--- src/rtl/drbg_ctrl_if.sv ---
// rtl/drbg_ctrl_if.sv - host request handshake between the requester and the DRBG controller.
interface drbg_ctrl_if;
   logic        req_valid_i;
   logic [15:0] req_blocks_i;
   logic        force_reseed_i;
   logic        req_ready_o;
   logic        req_done_o;

   modport master (
      output req_valid_i,
      output req_blocks_i,
      output force_reseed_i,
      input  req_ready_o,
      input  req_done_o
   );

   modport slave (
      input  req_valid_i,
      input  req_blocks_i,
      input  force_reseed_i,
      output req_ready_o,
      output req_done_o
   );
endinterface

--- src/rtl/drbg_ctrl.sv ---
// rtl/drbg_ctrl.sv - DRBG sequencer: instantiate, periodic/forced reseed, generate, timeout watchdog.
// Command pulses are combinational from state and busy_i so they fire on the cycle busy_i drops.
module drbg_ctrl #(
   parameter int RESEED_INTERVAL = 511,
   parameter int TIMEOUT_CYCLES  = 4096
) (
   input  logic        clk,
   input  logic        rst_n,
   drbg_ctrl_if.slave  host,
   output logic        instantiate_o,
   output logic        reseed_o,
   output logic        generate_o,
   output logic [15:0] num_blocks_o,
   input  logic        busy_i,
   input  logic        done_i,
   output logic        instantiated_o,
   output logic [15:0] gen_count_o,
   output logic        err_o
);

   localparam int TW = $clog2(TIMEOUT_CYCLES + 1);
   typedef logic [TW-1:0] tmo_t;
   localparam logic [15:0] RESEED_LIM = 16'(RESEED_INTERVAL);
   localparam tmo_t        TMO_LAST   = TW'(TIMEOUT_CYCLES - 1);
   localparam tmo_t        TMO_START  = TW'(1);

   typedef enum logic [3:0] {
      INIT,
      ISSUE_INST,
      WAIT_INST,
      IDLE,
      ISSUE_RESEED,
      WAIT_RESEED,
      ISSUE_GEN,
      WAIT_GEN,
      ERROR
   } state_t;

   state_t      state_q, state_d;
   tmo_t        tmo_q, tmo_d;
   logic [15:0] gen_cnt_q, gen_cnt_d;
   logic [15:0] blocks_q, blocks_d;
   logic        inst_q, inst_d;
   logic        err_q, err_d;
   logic        zdone_q, zdone_d;
   logic        ready_c;
   logic        gen_done_c;

   always_ff @(posedge clk or negedge rst_n) begin
      if (!rst_n) begin
         state_q   <= INIT;
         tmo_q     <= '0;
         gen_cnt_q <= '0;
         blocks_q  <= '0;
         inst_q    <= 1'b0;
         err_q     <= 1'b0;
         zdone_q   <= 1'b0;
      end else begin
         state_q   <= state_d;
         tmo_q     <= tmo_d;
         gen_cnt_q <= gen_cnt_d;
         blocks_q  <= blocks_d;
         inst_q    <= inst_d;
         err_q     <= err_d;
         zdone_q   <= zdone_d;
      end
   end

   always_comb begin
      state_d       = state_q;
      tmo_d         = tmo_q;
      gen_cnt_d     = gen_cnt_q;
      blocks_d      = blocks_q;
      inst_d        = inst_q;
      err_d         = err_q;
      zdone_d       = 1'b0;
      ready_c       = 1'b0;
      gen_done_c    = 1'b0;
      instantiate_o = 1'b0;
      reseed_o      = 1'b0;
      generate_o    = 1'b0;

      case (state_q)
         INIT: state_d = ISSUE_INST;

         ISSUE_INST: begin
            if (!busy_i) begin
               instantiate_o = 1'b1;
               tmo_d         = TMO_START;
               state_d       = WAIT_INST;
            end
         end

         ISSUE_RESEED: begin
            if (!busy_i) begin
               reseed_o = 1'b1;
               tmo_d    = TMO_START;
               state_d  = WAIT_RESEED;
            end
         end

         ISSUE_GEN: begin
            if (!busy_i) begin
               generate_o = 1'b1;
               tmo_d      = TMO_START;
               state_d    = WAIT_GEN;
            end
         end

         IDLE: begin
            ready_c = inst_q && !err_q && !host.force_reseed_i && (gen_cnt_q < RESEED_LIM);
            // Reseeding outranks a request arriving in the same cycle.
            if (host.force_reseed_i || (gen_cnt_q >= RESEED_LIM)) begin
               state_d = ISSUE_RESEED;
            end else if (host.req_valid_i && ready_c) begin
               blocks_d = host.req_blocks_i;
               if (host.req_blocks_i == 16'd0) begin
                  zdone_d = 1'b1;
               end else begin
                  state_d = ISSUE_GEN;
               end
            end
         end

         WAIT_INST, WAIT_RESEED, WAIT_GEN: begin
            // done_i wins over a timeout expiring in the same cycle.
            if (done_i) begin
               state_d = IDLE;
               if (state_q == WAIT_GEN) begin
                  gen_done_c = 1'b1;
                  if (gen_cnt_q != 16'hFFFF) begin
                     gen_cnt_d = gen_cnt_q + 16'd1;
                  end
               end else begin
                  gen_cnt_d = '0;
                  inst_d    = 1'b1;
               end
            end else if (tmo_q == TMO_LAST) begin
               state_d = ERROR;
               err_d   = 1'b1;
            end else begin
               tmo_d = tmo_q + 1'b1;
            end
         end

         ERROR: err_d = 1'b1;

         default: state_d = INIT;
      endcase
   end

   assign host.req_ready_o = ready_c;
   assign host.req_done_o  = gen_done_c | zdone_q;
   assign num_blocks_o     = blocks_q;
   assign instantiated_o   = inst_q;
   assign gen_count_o      = gen_cnt_q;
   assign err_o            = err_q;

endmodule

--- src/flat_wrapper.sv ---
// flat-port wrapper written by rule: the top's interface ports become plain ports
module drbg_ctrl_flat 
#(
   parameter int RESEED_INTERVAL = 511,
   parameter int TIMEOUT_CYCLES  = 4096
)
  (clk, rst_n, instantiate_o, reseed_o, generate_o, num_blocks_o, busy_i, done_i, instantiated_o, gen_count_o, err_o, host_req_valid_i, host_req_blocks_i, host_force_reseed_i, host_req_ready_o, host_req_done_o);
  drbg_ctrl_if host_i ();
  input  logic clk;
  input  logic rst_n;
  output logic instantiate_o;
  output logic reseed_o;
  output logic generate_o;
  output logic [15:0] num_blocks_o;
  input  logic busy_i;
  input  logic done_i;
  output logic instantiated_o;
  output logic [15:0] gen_count_o;
  output logic err_o;
  input wire logic [$bits(host_i.req_valid_i)-1:0] host_req_valid_i;
  input wire logic [$bits(host_i.req_blocks_i)-1:0] host_req_blocks_i;
  input wire logic [$bits(host_i.force_reseed_i)-1:0] host_force_reseed_i;
  output wire logic [$bits(host_i.req_ready_o)-1:0] host_req_ready_o;
  output wire logic [$bits(host_i.req_done_o)-1:0] host_req_done_o;
  assign host_i.req_valid_i = host_req_valid_i;
  assign host_i.req_blocks_i = host_req_blocks_i;
  assign host_i.force_reseed_i = host_force_reseed_i;
  assign host_req_ready_o = host_i.req_ready_o;
  assign host_req_done_o = host_i.req_done_o;
  drbg_ctrl #(.RESEED_INTERVAL(RESEED_INTERVAL), .TIMEOUT_CYCLES(TIMEOUT_CYCLES)) u_core (.clk(clk), .rst_n(rst_n), .host(host_i), .instantiate_o(instantiate_o), .reseed_o(reseed_o), .generate_o(generate_o), .num_blocks_o(num_blocks_o), .busy_i(busy_i), .done_i(done_i), .instantiated_o(instantiated_o), .gen_count_o(gen_count_o), .err_o(err_o));
endmodule
--- config.mk ---
export PLATFORM = sky130hd
export DESIGN_NAME = drbg_ctrl_flat
export DESIGN_NICKNAME = d
export VERILOG_FILES = /design/src/rtl/drbg_ctrl_if.sv /design/src/rtl/drbg_ctrl.sv /design/src/flat_wrapper.sv
export SDC_FILE = /design/constraint.sdc
export NUM_CORES = 1
export LEC_CHECK = 0
export BUFFER_PORTS_ARGS = -buffer_cell sky130_fd_sc_hd__buf_4
export CAP_MARGIN = 20
export CORE_ASPECT_RATIO = 0.7
export CORE_MARGIN = 5
export CORE_UTILIZATION = 25
export CTS_BUF_LIST = sky130_fd_sc_hd__clkbuf_8
export CTS_CLUSTER_DIAMETER = 100
export DETAILED_ROUTE_END_ITERATION = 16
export RECOVER_POWER = 100
export SETUP_SLACK_MARGIN = 0.02
export SYNTH_ARGS = -nofsm -noshare
export SYNTH_HDL_FRONTEND = slang
export SYNTH_SLANG_ARGS = --single-unit
export TNS_END_PERCENT = 1
--- constraint.sdc ---
create_clock -name clk -period 4.5 [get_ports clk]
set_input_delay 1.35 -clock clk [delete_from_list [all_inputs] [get_ports clk]]
set_output_delay 1.35 -clock clk [all_outputs]
set_load 0.05 [all_outputs]
==> results by group, run 1 <==
Setup path
  – Crit path launch type: input port
  – Required @ worst endpoint: 3150 ps
  – CP max FO: 5
  – CP endpoint kind: output pin
  – Crit path kind: in2out
  – Arrival time at the worst endpoint: 2770 ps

Synthesis
  – Synth top area cells: dfrtp_1, mux2_2, nand2_1, mux2i_1, nand2b_1
  – Post-synth EDFFs: 0
  – Yosys top cell area share: 45.8%
  – Syn Nets: 308
  – Sequential area share after synthesis: 45.8%
  – Synthesized area: 2840 sq um
  – Count of cell types in the netlist: 50
  – Most used DFF post-synth: dfrtp_1
  – Cell taking the most area after synthesis: dfrtp_1
  – Syn Inst Count: 284
  – Number of warning messages in the yosys log: 0
  – Avg Inst Size Synth: 10.0 sq um
  – Async set-or-reset flop fraction in the synthesized netlist: 100%
  – #FFs+latches synth: 52

Clocking
  – # hold bufs at CTS: 0
  – Worst-Skew Late Latency: 310 ps
  – Number of CTS-inserted buffers: 5
  – H-tree depth: 2
  – CTS tree: built
  – Root buffer cell: clkbuf_8
  – Post_cts resized: 0
  – Clk slew on worst S/H paths: 90 ps
  – Clock tree sinks: 52
  – Setup Buffers After CTS: 0
  – CTS Buffer Depth: 2

Min path
  – Hold Path Class: reg2reg

Timing
  – Worst Max-Slew Pin Slew: 2820 ps
  – Final TNS setup: 0 ps
  – Final Max Slew Viols: 53
  – Worst Hold Slack: 503 ps
  – Final Hold Fails: 0
  – Fin crit share: 91.5%
  – Setup Viol. Count Final: 0
  – Slew margin rel.: -88.0%
  – Final WS setup: 384 ps
  – Unrepaired setup endpoints after global routing: no
  – Clock skew: 13.3 ps
  – Max Freq: 243 MHz
  – Final min period: 4120 ps

Place
  – # port buffers: 60
  – DP Wirelength: 5500 um
  – Final GP Congestion: 0.815
  – Pre-CTS setup slack: 406 ps

Power
  – Peak supply drop: 0.232 mV
  – Power, Total: 1.78 mW
  – LEAKAGE: 1.41 nW
  – Pwr dens: 527 nW/um^2

Route
  – DRT Pass-1 Iters: 4
  – DRT Wirelength: 7440 um
  – Iteration-0 DRC Markers: 95
  – Antenna-violating nets left: 0
  – WL/cell: 15.0 um
  – Total number of vias: 2435
  – DRC errors left: 0
  – Routed vias/inst: 4.91

GRT
  – First-pass GRT wire length: 12500 um
  – Number of global-route vias before repair: 2406
  – Initial antenna violation count: 0
  – Largest net degree at the start of global routing: 53
  – Total global-route track usage: 11.2%
  – Total grt overflow: 0

Layout
  – Layout cells sized above 1: 12.5%
  – Final core utilization: 30.5%
  – Fillers: 1193
  – Synth-to-Final Area Change: 18.9%
  – N_diodes: 0
  – Fin nets: 366

Die
  – Die area: 13600 sq um
  – Core outline area: 11100 sq um
  – Row cnt: 32
  – Top-level I/O count: 61
  – Die width: 137 um
  – Initial core utilization: 25.6%
  – Chip height: 99.2 um

Flow run
  – Max-Cap Viols: 1

Status
  – Failing checks: capacitance limit, slew limit
  – Status: finished, violations left
-- synthesized netlist by cell type (all sizes together), types with 2 or more instances --
cell type,count
nor3b,4
ha,2
and3,2
nor2,16
o21ai,10
nand2b,11
nand3b,4
nand3,14
o221ai,3
nor4b,3
and3b,2
o31ai,5
and2,4
nand4,10
nand2,28
and4,6
a2111oi,2
a21oi,11
inv,3
xor2,2
buf,4
xnor2,5
a21boi,3
or3,8
nor3,6
nor2b,3
o211ai,2
clkbuf,8
nor4,10
or4,3
mux2,17
a21o,3
a211oi,3
dfrtp,52
mux2i,7
-- placed cells by master, fill, tap and decap left out, types with 2 or more instances in the layout --
cell       Yosys  routed
buf_4          0      17
o31ai_1        5       5
mux2_2        11      11
dfrtp_1       52      52
nand4_1       10      10
a21boi_0       0       3
nand3b_1       4       4
nor3_1         6       6
and3b_1        2       2
or3_1          8       8
nand2b_1      11      11
o21ai_0        9      10
a211oi_1       3       3
a21oi_1       10      11
ha_1           2       2
a21o_1         3       3
clkbuf_8       0       7
mux2_1         6       6
nor4b_1        3       3
xnor2_1        5       5
and2_1         4       4
xor2_1         2       2
inv_1          3       3
and3_1         2       2
nor4_1         9      10
clkbuf_1       8      42
nor3b_1        4       3
mux2i_1        7       7
a2111oi_0      1       2
and4_1         6       6
nand2_1       28      28
nor2_1        16      16
clkbuf_4       0       3
o211ai_1       2       2
nand3_1       13      13
o221ai_1       3       3
or4_1          3       3
nor2b_1        3       3
-- metrics by stage --
step                std cells  area (sq um)
global route              496          3380
detailed placement        487          3450
global placement          487          3450
CTS                       495          3580
finish                    496          3380
floorplan                 284          2850
-- metal layers --
| metal | GRT usage (%) | up-vias | part of all wire (%) |
|---|---|---|---|
| met3 | 2.48 | 5 | 5.1 |
| met1 | 16.8 | 1187 | 51 |
| met5 | 0 | - | 0 |
| met4 | 2.68 | 0 | 0.93 |
| met2 | 16.1 | 66 | 43 |
| li1 | - | 1177 | - |
-- registers in the layout, indices dropped and copies added (netlist names) --
register	cells
u_core.gen_count_o	16
u_core.num_blocks_o	16
u_core.tmo_q	13
u_core.state_q	4
u_core.err_o	1
u_core.instantiated_o	1
u_core.zdone_q	1
-- power by group --
part | total (mW) | switching (mW) | internal [mW]
clock network | 0.356 | 0.160 | 0.197
logic | 0.768 | 0.559 | 0.209
registers | 0.658 | 0.104 | 0.554
total | 1.78 | 0.823 | 0.959
-- cells by family (layout without fill, tap and decap cells) --
family | after synthesis | count (layout) | synth area share (%)
AOI/OAI and AO/OA | 47 | 47 | 11.7
xor gates and xnor gates | 7 | 7 | 2.16
adders and majority gates | 2 | 2 | 0.880
buffers and inverters | 15 | 74 | 2.38
DFF | 52 | 52 | 45.8
muxes | 24 | 24 | 9.19
and+or+nand+nor | 137 | 137 | 27.9
-- critical path, stage by stage --
cell	delay (ps)
clkbuf_4	110
nor4_1	210
nand3b_1	130
or3_1	460
nor3b_2	210
clkbuf_2	300
-- area by class of cell --
class / count / area [sq um] / share of cell area [%]
flip-flops and latches: 52 / 1300 / 38.5
inverters: 3 / 11.3 / 0.333
clock inverters: 1 / 30.0 / 0.888
repair buffers: 63 / 313 / 9.25
multi-input cells: 217 / 1440 / 42.5
clock buffers: 7 / 96.3 / 2.85
well taps: 153 / 191 / 5.66
-- final timing paths --
| path | end | startpoint | cells past startpoint | slack (ps) |
|---|---|---|---|---|
| worst max-delay path | host_req_ready_o | host_force_reseed_i | 6 | 380 |
| worst min-delay path | u_core.num_blocks_o[10]$_DFFE_PN0P_ | u_core.num_blocks_o[10]$_DFFE_PN0P_ | 1 | 500 |
| worst max register to register | u_core.num_blocks_o[7]$_DFFE_PN0P_ | u_core.state_q[0]$_DFFE_PN0P_ | 5 | 1640 |
| worst min register to register | u_core.num_blocks_o[10]$_DFFE_PN0P_ | u_core.num_blocks_o[10]$_DFFE_PN0P_ | 1 | 500 |
| max in group asynchronous | u_core.tmo_q[6]$_DFFE_PN0P_ | rst_n | 1 | 970 |
| min in group asynchronous | u_core.gen_count_o[15]$_DFFE_PN0P_ | rst_n | 1 | 1930 |
No activity file was read; power rests on OpenSTA's default activity.
==> run 2, diff against run 1 <==
--- a/config.mk
+++ b/config.mk
@@ -5,6 +5,7 @@
 export SDC_FILE = /design/constraint.sdc
 export NUM_CORES = 1
 export LEC_CHECK = 0
+export ABC_AREA = 1
 export BUFFER_PORTS_ARGS = -buffer_cell sky130_fd_sc_hd__buf_4
 export CAP_MARGIN = 20
 export CORE_ASPECT_RATIO = 0.7
@@ -13,6 +14,7 @@
 export CTS_BUF_LIST = sky130_fd_sc_hd__clkbuf_8
 export CTS_CLUSTER_DIAMETER = 100
 export DETAILED_ROUTE_END_ITERATION = 16
+export MAX_ROUTING_LAYER = met4
 export RECOVER_POWER = 100
 export SETUP_SLACK_MARGIN = 0.02
 export SYNTH_ARGS = -nofsm -noshare
==> results by group, run 2 <==
Timing
  – Worst Max-Slew Pin Slew: 888 ps (-1930 ps)
  – Slew margin rel.: 40.6% (+130 points)
  – Setup Viol. Count Final: 0 (unchanged)
  – Final min period: 3770 ps (-344 ps)
  – Worst Hold Slack: 485 ps (-18.4 ps)
  – Fin crit share: 83.8% (-7.6 points)
  – Final Hold Fails: 0 (unchanged)
  – Final TNS setup: 0 ps (unchanged)
  – Final Max Slew Viols: 0 (-100%)
  – Max Freq: 265 MHz (+9.1%)
  – Clock skew: 7.22 ps (-6.05 ps)
  – Unrepaired setup endpoints after global routing: no

Synthesis
  – Async set-or-reset flop fraction in the synthesized netlist: 100% (unchanged)
  – Synth cell count leaders: nand2_1, nand3_1, dfrtp_1
  – Synthesized area: 3180 sq um (+12%)
  – Synth top area cells: dfrtp_1, nand2_1, nand3_1, nor2_1, inv_1
  – Yosys top cell area share: 40.9% (-4.9 points)
  – #FFs+latches synth: 52 (unchanged)
  – Avg Inst Size Synth: 7.42 sq um (-26%)
  – Post-synth EDFFs: 0 (unchanged)
  – Cell taking the most area after synthesis: dfrtp_1
  – Syn Nets: 453 (+47%)
  – Number of warning messages in the yosys log: 0 (unchanged)
  – Most used DFF post-synth: dfrtp_1
  – Syn Inst Count: 429 (+51%)
  – Sequential area share after synthesis: 40.9% (-4.9 points)
  – Count leader, synth: nand2_1
  – Count of cell types in the netlist: 34 (-32%)

Clocking
  – # hold bufs at CTS: 0 (unchanged)
  – H-tree depth: 2 (unchanged)
  – Clk slew on worst S/H paths: 90 ps (about the same)
  – Setup Buffers After CTS: 0 (unchanged)
  – Root buffer cell: clkbuf_8
  – Number of CTS-inserted buffers: 5 (unchanged)
  – CTS Buffer Depth: 2 (unchanged)
  – Post_cts resized: 0 (unchanged)
  – Worst-Skew Late Latency: 300 ps (about the same)
  – Clock tree sinks: 52 (unchanged)
  – CTS tree: built

GRT
  – GRT met1 Usage: 17.8% (+0.97 points)
  – Total grt overflow: 0 (unchanged)
  – Number of global-route vias before repair: 2645 (+9.9%)
  – Initial antenna violation count: 0 (unchanged)
  – Total global-route track usage: 11.3% (+0.19 points)
  – GR Util met2: 15.0% (-1.0 points)
  – Met3 Usage GRT: 1.88% (-0.59 points)
  – GRT Max-Usage Layer: met1
  – Largest net degree at the start of global routing: 53 (unchanged)
  – First-pass GRT wire length: 13700 um (+9.9%)

Layout
  – Most frequent cells in the layout: nand2_1, nand3_1, dfrtp_1
  – Final core utilization: 29.0% (-1.5 points)
  – N_diodes: 0 (unchanged)
  – Synth-to-Final Area Change: 13.4%
  – Fillers: 1398 (+17%)
  – Most common cell after layout, fill and taps aside: nand2_1
  – Layout cells sized above 1: 9.61% (-2.9 points)
  – Fin nets: 512 (+40%)

Setup path
  – Critical Path, Cell by Cell: clkbuf_4 > nor2_1 > nand2_1 > nor2_1 > nand3_1 > nor2_1 > buf_4
  – Required @ worst endpoint: 3150 ps (about the same)
  – CP max stage delay: 250 ps (-210 ps)
  – Most used cell, CP: nor2_1
  – Arrival time at the worst endpoint: 2420 ps (-350 ps)
  – Crit path kind: in2out
  – CP max FO: 2 (-3)
  – CP endpoint kind: output pin
  – Family with the most delay on the worst path: simple AND/OR/NAND/NOR gates
  – Bufs and invs on worst path: 2 (unchanged)
  – Worst path slowest cell: buf_4
  – Crit path launch type: input port

Power
  – Switching part of the total power: 41.2% (-4.9 points)
  – Reg power frac: 44.2% (+7.3 points)
  – Pwr dens: 340 nW/um^2 (-36%)
  – Clock Power Share: 22.6% (+2.6 points)
  – Comb pwr share: 33.2% (-9.9 points)
  – Peak supply drop: 0.141 mV (-39%)
  – Pint: 0.720 mW (-25%)
  – Sw Pwr: 0.505 mW (-39%)
  – LEAKAGE: 1.70 nW (+20%)

Place
  – DP Wirelength: 6250 um (+14%)
  – # port buffers: 60 (unchanged)
  – Final GP Congestion: 0.876 (+7.4%)

Route
  – Antenna-violating nets left: 0 (unchanged)
  – Iteration-0 DRC Markers: 255 (+170%)
  – DRT Wirelength: 8270 um (+11%)
  – DRC errors left: 0 (unchanged)
  – WL/cell: 12.7 um (-15%)
  – DRT Pass-1 Iters: 8 (+4)
  – Total number of vias: 2911 (+20%)
  – Routed vias/inst: 4.47 (-8.9%)

Die
  – Top-level I/O count: 61 (unchanged)
  – Initial core utilization: 25.5% (-0.11 points)
  – Row cnt: 34 (+6.3%)
  – Core outline area: 12500 sq um (+12%)
  – Die area: 15100 sq um (+11%)
  – Die width: 145 um (+5.4%)
  – Chip height: 104 um (+5.2%)

Flow run
  – Max-Cap Viols: 0 (-1)

Status
  – Status: complete, no violations

Min path
  – Hold Path Class: reg2reg
-- run 2: final cells by class --
class,instances,area (sq um),area share [%]
timing repair buffer,61,312,8.63
clock inverter,2,7.51,0.208
inverter,42,158,4.37
clock buffer,6,82.6,2.29
sequential,52,1300,36.0
multi-input combinational,326,1550,42.8
tap,162,203,5.62
-- run 2: routing by layer --
layer | part of all wire, % | routed length [um]
met4 | 0.57 | 47
met1 | 53 | 4400
met2 | 40 | 3340
met5 | 0 | 0
met3 | 5.9 | 490
-- run 2: cell families after synthesis --
logic type               synth area share, %
XOR/XNOR                                2.48
adder cells (fa/ha/maj)                0.786
AND/OR/NAND/NOR                         41.4
buffers and inverters                   7.59
AO/OA/AOI/OAI                           6.84
flip-flops                              40.9
-- run 2: final timing paths --
kind | to | startpoint | slack [ps] | cells after the start
setup / recovery | host_req_ready_o | host_force_reseed_i | 730 | 7
min in group asynchronous | u_core.gen_count_o[1]$_DFFE_PN0P_ | rst_n | 1080 | 1
setup reg to reg | u_core.num_blocks_o[12]$_DFFE_PN0P_ | u_core.gen_count_o[0]$_DFFE_PN0P_ | 1700 | 10
hold / removal | u_core.num_blocks_o[11]$_DFFE_PN0P_ | u_core.num_blocks_o[11]$_DFFE_PN0P_ | 490 | 2
max in group asynchronous | u_core.tmo_q[8]$_DFFE_PN0P_ | rst_n | 2960 | 1
hold reg to reg | u_core.num_blocks_o[11]$_DFFE_PN0P_ | u_core.num_blocks_o[11]$_DFFE_PN0P_ | 490 | 2
-- run 2: power by group through the flow --
| stage | registers [mW] | logic, mW | clock network [mW] |
|---|---|---|---|
| final | 0.542 | 0.407 | 0.277 |
| after global routing | 0.549 | 0.459 | 0.309 |
| after CTS | 0.541 | 0.460 | 0.288 |
| after detailed placement | 0.551 | 0.458 | 0 |
| after global placement | 0.548 | 0.455 | 0 |
| after floorplan | 0.566 | 0.350 | 0 |
-- run 2: tightest hold or removal path: stages (launching register included) --
cell and delay [ps]:
dfrtp_1 360, nand2_1 60, nand2_1 50
-- run 2: through the flow --
step | setup WS (ps) | cells | area, sq um | power, mW
finish | 727 | 651 | 3610 | 1.23
global route | 588 | 651 | 3610 | 1.32
CTS | 821 | 651 | 3850 | 1.29
detailed placement | 824 | 643 | 3760 | 1.01
global placement | 827 | 643 | 3760 | 1.00
floorplan | 301 | 429 | 3180 | 0.916
